`src/rtl/little_alchemy_mouse_tracker.sv`:
```
// PS/2 mouse packet tracker: assembles 3-byte packets from the receiver byte stream,
// integrates signed deltas into a clamped absolute cursor position, tracks buttons,
// raises left-button edge pulses and counts discarded bytes / aborted packets.
module little_alchemy_mouse_tracker #(
    parameter int SCREEN_W       = 640,
    parameter int SCREEN_H       = 480,
    parameter int INIT_X         = 320,
    parameter int INIT_Y         = 240,
    parameter int TIMEOUT_CYCLES = 200000
) (
    input  logic        S_AXI_ACLK,
    input  logic        S_AXI_ARESETN,
    input  logic [7:0]  rx_byte,
    input  logic        rx_valid,
    input  logic        rx_error,
    output logic [31:0] Mouse_X,
    output logic [31:0] Mouse_Y,
    output logic [2:0]  mouse_buttons,
    output logic        left_press,
    output logic        left_release,
    output logic        packet_valid,
    output logic [7:0]  resync_cnt
);

    localparam int TW = (TIMEOUT_CYCLES > 2) ? $clog2(TIMEOUT_CYCLES) : 1;
    localparam logic [TW-1:0]     TO_LAST = TW'(TIMEOUT_CYCLES - 1);
    localparam logic signed [11:0] X_MAX  = 12'(SCREEN_W - 1);
    localparam logic signed [11:0] Y_MAX  = 12'(SCREEN_H - 1);

    typedef enum logic [1:0] {
        WAIT_B0 = 2'd0,
        WAIT_B1 = 2'd1,
        WAIT_B2 = 2'd2
    } state_t;

    state_t          state_q, state_d;
    logic [TW-1:0]   tmo_q, tmo_d;
    // hdr = {y_overflow, x_overflow, y_sign, x_sign} taken from byte 0
    logic [3:0]      hdr_q, hdr_d;
    logic [2:0]      pend_btn_q, pend_btn_d;
    logic [7:0]      b1_q, b1_d;
    logic [11:0]     x_q, x_d;
    logic [11:0]     y_q, y_d;
    logic [2:0]      btn_q, btn_d;
    logic            press_q, press_d;
    logic            release_q, release_d;
    logic            pkt_q, pkt_d;
    logic [7:0]      resync_q, resync_d;

    logic            accept_b0, accept_b1, accept_b2;
    logic            drop, timeout_hit;
    logic signed [11:0] dx, dy, nx, ny;

    // State register and all datapath flops
    always_ff @(posedge S_AXI_ACLK or negedge S_AXI_ARESETN) begin
        if (!S_AXI_ARESETN) begin
            state_q    <= WAIT_B0;
            tmo_q      <= '0;
            hdr_q      <= '0;
            pend_btn_q <= '0;
            b1_q       <= '0;
            x_q        <= 12'(INIT_X);
            y_q        <= 12'(INIT_Y);
            btn_q      <= '0;
            press_q    <= 1'b0;
            release_q  <= 1'b0;
            pkt_q      <= 1'b0;
            resync_q   <= '0;
        end else begin
            state_q    <= state_d;
            tmo_q      <= tmo_d;
            hdr_q      <= hdr_d;
            pend_btn_q <= pend_btn_d;
            b1_q       <= b1_d;
            x_q        <= x_d;
            y_q        <= y_d;
            btn_q      <= btn_d;
            press_q    <= press_d;
            release_q  <= release_d;
            pkt_q      <= pkt_d;
            resync_q   <= resync_d;
        end
    end

    // Next-state logic: error beats a valid byte, a valid byte beats the timeout
    always_comb begin
        state_d     = state_q;
        accept_b0   = 1'b0;
        accept_b1   = 1'b0;
        accept_b2   = 1'b0;
        drop        = 1'b0;
        timeout_hit = 1'b0;
        if (rx_error) begin
            drop    = 1'b1;
            state_d = WAIT_B0;
        end else begin
            case (state_q)
                WAIT_B0: begin
                    if (rx_valid) begin
                        // bit 3 is always set in a genuine header byte
                        if (rx_byte[3]) begin
                            accept_b0 = 1'b1;
                            state_d   = WAIT_B1;
                        end else begin
                            drop = 1'b1;
                        end
                    end
                end
                WAIT_B1: begin
                    if (rx_valid) begin
                        accept_b1 = 1'b1;
                        state_d   = WAIT_B2;
                    end else if (tmo_q == TO_LAST) begin
                        timeout_hit = 1'b1;
                        state_d     = WAIT_B0;
                    end
                end
                WAIT_B2: begin
                    if (rx_valid) begin
                        accept_b2 = 1'b1;
                        state_d   = WAIT_B0;
                    end else if (tmo_q == TO_LAST) begin
                        timeout_hit = 1'b1;
                        state_d     = WAIT_B0;
                    end
                end
                default: state_d = WAIT_B0;
            endcase
        end
    end

    // Datapath: byte capture, delta integration with clamping, pulses and counters
    always_comb begin
        hdr_d      = hdr_q;
        pend_btn_d = pend_btn_q;
        b1_d       = b1_q;
        x_d        = x_q;
        y_d        = y_q;
        btn_d      = btn_q;
        press_d    = 1'b0;
        release_d  = 1'b0;
        pkt_d      = 1'b0;
        resync_d   = resync_q;

        // idle counter only runs while a partial packet is pending
        if (state_d == WAIT_B0 || accept_b0 || accept_b1) begin
            tmo_d = '0;
        end else begin
            tmo_d = tmo_q + TW'(1);
        end

        if (accept_b0) begin
            hdr_d      = rx_byte[7:4];
            pend_btn_d = rx_byte[2:0];
        end
        if (accept_b1) begin
            b1_d = rx_byte;
        end

        // 9-bit deltas sign-extended to 12 bits; overflow flags zero them
        dx = hdr_q[2] ? 12'sd0 : $signed({{4{hdr_q[0]}}, b1_q});
        dy = hdr_q[3] ? 12'sd0 : $signed({{4{hdr_q[1]}}, rx_byte});
        nx = $signed(x_q) + dx;
        // PS/2 +Y points up, screen +Y points down
        ny = $signed(y_q) - dy;

        if (accept_b2) begin
            if (nx[11])          x_d = '0;
            else if (nx > X_MAX) x_d = $unsigned(X_MAX);
            else                 x_d = $unsigned(nx);
            if (ny[11])          y_d = '0;
            else if (ny > Y_MAX) y_d = $unsigned(Y_MAX);
            else                 y_d = $unsigned(ny);
            btn_d     = pend_btn_q;
            press_d   = ~btn_q[0] & pend_btn_q[0];
            release_d = btn_q[0] & ~pend_btn_q[0];
            pkt_d     = 1'b1;
        end

        if ((drop || timeout_hit) && resync_q != 8'hFF) begin
            resync_d = resync_q + 8'd1;
        end
    end

    assign Mouse_X       = {20'd0, x_q};
    assign Mouse_Y       = {20'd0, y_q};
    assign mouse_buttons = btn_q;
    assign left_press    = press_q;
    assign left_release  = release_q;
    assign packet_valid  = pkt_q;
    assign resync_cnt    = resync_q;

endmodule
```
`config.mk`:
```
export PLATFORM = sky130hd
export DESIGN_NAME = little_alchemy_mouse_tracker
export DESIGN_NICKNAME = d
export VERILOG_FILES = /design/src/rtl/little_alchemy_mouse_tracker.sv
export SDC_FILE = /design/constraint.sdc
export NUM_CORES = 1
export LEC_CHECK = 0
export ABC_CLOCK_PERIOD_IN_PS = 7300
export BUFFER_PORTS_ARGS = -buffer_cell sky130_fd_sc_hd__buf_4
export CORE_MARGIN = 2
export CORE_UTILIZATION = 61
export CTS_CLUSTER_DIAMETER = 100
export DETAILED_ROUTE_END_ITERATION = 10
export PLACE_DENSITY = 0.86
export SLEW_MARGIN = 15
export SYNTH_ARGS = -nofsm -noshare
export SYNTH_HDL_FRONTEND = slang
export SYNTH_SLANG_ARGS = --single-unit
```
`constraint.sdc`:
```
create_clock -name S_AXI_ACLK -period 7.3 [get_ports S_AXI_ACLK]
set_input_delay 1.095 -clock S_AXI_ACLK [delete_from_list [all_inputs] [get_ports S_AXI_ACLK]]
set_output_delay 1.095 -clock S_AXI_ACLK [all_outputs]
set_load 0.02 [all_outputs]
```
==> results.md <==
- For this design the static power due to leakage is 2.396 nW.
- The aggregate global-route resource usage is 23.93%.
- The average instance area after synthesis is 9.624 um2.
- The flip-flop cell with the highest count after synthesis is sky130_fd_sc_hd__dfrtp_1.
- By area the synthesized netlist is led by sky130_fd_sc_hd__dfrtp_1 34%, sky130_fd_sc_hd__ha_1 7.6%, sky130_fd_sc_hd__buf_4 6.6%.
- Total power for the finished layout comes to 0.001823 W.
- The critical path in this run is classified as primary input to register.
- In this run the critical register-to-register path is captured at x_q[0].
- The repair_antennas step left the layout with diodes totalling 0.
- The adder and majority gate portion of the synthesized area is 8.440%.
- The launch point of the critical path is rx_valid.
- The type of the most critical hold path is register to register.
- Of the synthesized area, sequential elements account for 37.38%.
- For the final routed database, the setup TNS stands at 0 ps.
- Of the total power, the share spent switching nets is 42.00%.
- The post-synthesis register bit count is 71.
- For this design the ratio of total power to cell area is 347.9 nW/um2.
- The sort of element at the end of the critical path is a register.
- The initial antenna violation count was 0.
- The I/O pin count is 90.
- The start of the worst register-to-register path is hdr_q[2].
- Buffers inserted during clock tree synthesis total 9.
- Yosys printed 0 warnings.
- The number of enable flip-flop cells after synthesis is 0.
- The die boundary height is 92.46 um.
- The count of nets left with antenna violations after detail routing is 0.
- The finished layout holds 648 standard cells, fillers aside.
- Including well taps, the total number of placed cells is 632.
- The run finished with clean final reports.
- The violation count after the first detailed-routing iteration is 243.
- Clock tree synthesis found a total of 71 sinks.
- The max-slew violation total from the final report was 0.
- The worst setup path endpoint is y_q[5].
- The starting utilization of the core area is 62.42%.
- The per-cell via count in the routed design is 5.681.
- In the post-route analysis, the smallest setup slack over all paths is 3880 ps.
- STA puts the critical path data required time at 7580 ps.
- The layout net count is 584.
- The detail-routed net length per standard cell is 15.17 um.
- The cts-stage hold buffer count is 0.
- The achievable clock frequency is 292.4 MHz.
- The overflow left after global routing is 0.
- The synthesized design spends more area on one cell type than any other, namely sky130_fd_sc_hd__dfrtp_1.
- The HPWL after detailed placement is 7275 um.
- The count of H-tree levels built during CTS is 3.
- The top cell type by area accounts for 34.08% of the synthesized area.
- The total area inside the core boundary comes to 7647 um2.
- Clock-pin slew was measured on the worst setup and hold paths at 70 ps.
- Cells fill 68.52% of the core in the end.
- STA classifies the critical path startpoint as a primary input.
- The count of endpoints failing hold in the final timing report is 0.
- The routed design has 9828 um of wire.
- The net load switching power is 0.0007658 W.
- Once the clock tree was built, the setup fixing pass inserted 0 buffers.
- The count of different cell masters after synthesis is 67.
- The signed area change from the synthesized netlist to the final layout is 9.777%.
- The ratio of cells with drive above 1 in the final layout is 20.51%.
- The netlist area before placement is 4773 um2.
- For the pin with the worst max-slew slack, the measured transition is 954.0 ps.
- Buffers placed on the I/O ports in this run total 47.
- The first global-routing pass estimated 16430 um of wire.
- The final setup violation count is 0.
- Summing the areas of all compound-gate instances in the mapped netlist gives 14.63% of the synthesized area.
- The clock arrives with 5.953 ps of skew.
- Headroom to the max-slew limit came out at 36.25%.
- The worst slack after detailed placement is 3576 ps.
- After synthesis, the largest family of logic cells by area is simple AND/OR/NAND/NOR gates.
- The buffer cell driving the clock tree root is sky130_fd_sc_hd__clkbuf_8.
- For this block, the via count after detailed routing is 3681.
- The floorplan step defined a die boundary enclosing 8549 um2.
- The share of synthesized flip-flops with an asynchronous set or reset is 100.0%.
- The detailed-routing iteration count for the pre-antenna-repair pass is 4.
- Max-cap violations in this run came to 0.
- The share of total power dissipated in combinational logic is 50.6%.
- The worst path uses 46.84% of the clock period.
- Entering global routing, the biggest net connects 72 pins.
- The instance count of the mapped netlist is 496.
- From left edge to right edge, the die measures 92.46 um.
- The share of synthesized cell area in and, or, nand and nor gates is 19.29%.
- The signal arrival time at the worst endpoint is 3700 ps.
- Setup slack on the worst reg-to-reg path comes out at 4090 ps.
- Per report_power, the sequential group accounts for 31.9% of the total.
- Of the total synthesized cell area, the portion taken by XOR and XNOR cells is 7.156%.
- Internal power comes to 0.001057 W.
- Setup repair after global routing left no endpoint under its margin.
- The clock passes through at most 2 buffers.
- The largest voltage drop on the vdd net is 215.3 uV.
- The floorplan has 32 rows.
- The part of the power in the clock network is 17.5%.
- The via count of the first global-routing pass is 3627.
- The number of cells on the worst reg-to-reg path is 10.
- The final critical path time including I/O delays and setup is 3420 ps.
- The clock network latency to the later pin of the worst-skew pair is 340 ps.
- The TritonCTS clock tree is done.
- The final weighted congestion of routability-driven global placement is 0.8849.
- The portion of netlist area occupied by mux cells is 3.775%.
- The number of resized instances in the post-cts repair step is 0.
- Along the worst path, the maximum fanout reaches 29.
- After detailed routing, the number of remaining DRC violations is 0.
==> cell usage in the layout, fill, tap and decap left out, types with 16 or more instances in the layout <==
cell type and n:
sky130_fd_sc_hd__a21oi_1 19, sky130_fd_sc_hd__buf_4 47, sky130_fd_sc_hd__conb_1 42, sky130_fd_sc_hd__dfrtp_1 65, sky130_fd_sc_hd__ha_1 29, sky130_fd_sc_hd__inv_1 17, sky130_fd_sc_hd__mux2_2 16, sky130_fd_sc_hd__nand2_1 36
sky130_fd_sc_hd__nor2_1 42, sky130_fd_sc_hd__xnor2_1 21, sky130_fd_sc_hd__xor2_1 18
==> cells in the mapped netlist (all sizes together), types with 12 or more instances <==
| library cell | n |
|---|---|
| inv | 17 |
| mux2 | 16 |
| xnor2 | 21 |
| nor2b | 12 |
| nand2 | 36 |
| buf | 46 |
| a21oi | 19 |
| nand3 | 14 |
| nand2b | 12 |
| dfrtp | 65 |
| nor3 | 15 |
| ha | 29 |
| a211oi | 12 |
| nor2 | 52 |
| xor2 | 18 |
==> how the worst min path moves through the flow <==
stage,start,to,depth (start not counted)
5_1_grt,tmo_q[0],tmo_q[0],1
3_3_place_gp,pend_btn_q[2],mouse_buttons[2],2
3_5_place_dp,pend_btn_q[1],mouse_buttons[1],2
4_1_cts,pend_btn_q[1],mouse_buttons[1],2
6_report,pend_btn_q[1],mouse_buttons[1],2
2_1_floorplan,pend_btn_q[1],mouse_buttons[1],2
==> layer usage <==
| layer | vias up | global-route usage, % | routed length [um] |
|---|---|---|---|
| met4 | 0 | 9.950 | 204 |
| met1 | 1791 | 30.02 | 4177 |
| met3 | 18 | 6.265 | 493 |
| met5 | - | 0 | 0 |
| met2 | 112 | 39.29 | 4954 |
| li1 | 1760 | - | - |
==> flip-flops by register name, indices dropped and copies added (netlist names) <==
| register | flops |
|---|---|
| b1_q | 8 |
| hdr_q | 4 |
| tmo_q | 18 |
| resync_cnt | 8 |
| x_q | 11 |
| left_release | 1 |
| state_q | 2 |
| left_press | 1 |
| y_q | 11 |
| packet_valid | 1 |
| mouse_buttons | 3 |
| pend_btn_q | 3 |
==> power groups by stage <==
stage / Clock, W / Combinational, W / Sequential [W]
after floorplan: 0 / 0.000614 / 0.000645
final: 0.000319 / 0.000923 / 0.000581
after global routing: 0.000341 / 0.00101 / 0.000594
after CTS: 0.000325 / 0.000916 / 0.000580
after global placement: 0 / 0.000882 / 0.000584
after detailed placement: 0 / 0.000909 / 0.000587
==> through the flow <==
step,instance area (um2),hold slack (ps)
after global placement,5034,452.7
final,5240,481.2
after floorplan,4927,433.1
after global routing,5240,511.7
after CTS,5240,482.2
after detailed placement,5034,466.4
==> critical path, stage by stage <==
cell                       delay, ps
sky130_fd_sc_hd__buf_4           140
sky130_fd_sc_hd__inv_1            80
sky130_fd_sc_hd__nor2_1           70
sky130_fd_sc_hd__nand2_1         700
sky130_fd_sc_hd__clkinv_1        900
sky130_fd_sc_hd__and4b_1         510
sky130_fd_sc_hd__a22o_1          190
==> cells by family after synthesis <==
kind of cell             Yosys count
multiplexers                      16
other                              1
adder cells (fa/ha/maj)           31
buffers and inverters             72
flip-flops                        71
XOR/XNOR                          39
AND/OR/NAND/NOR                  176
AO/OA/AOI/OAI                     90
==> final cells by class <==
cell class	count	area (um2)
clock inverters	6	68.82
fillers	604	2407
multi-input cells	394	2701
repair buffers	47	352.8
clock buffers	10	137.6
flip-flops and latches	71	1784
well taps	102	127.6
inverters	18	67.56
(Power assumes the default switching activity.)
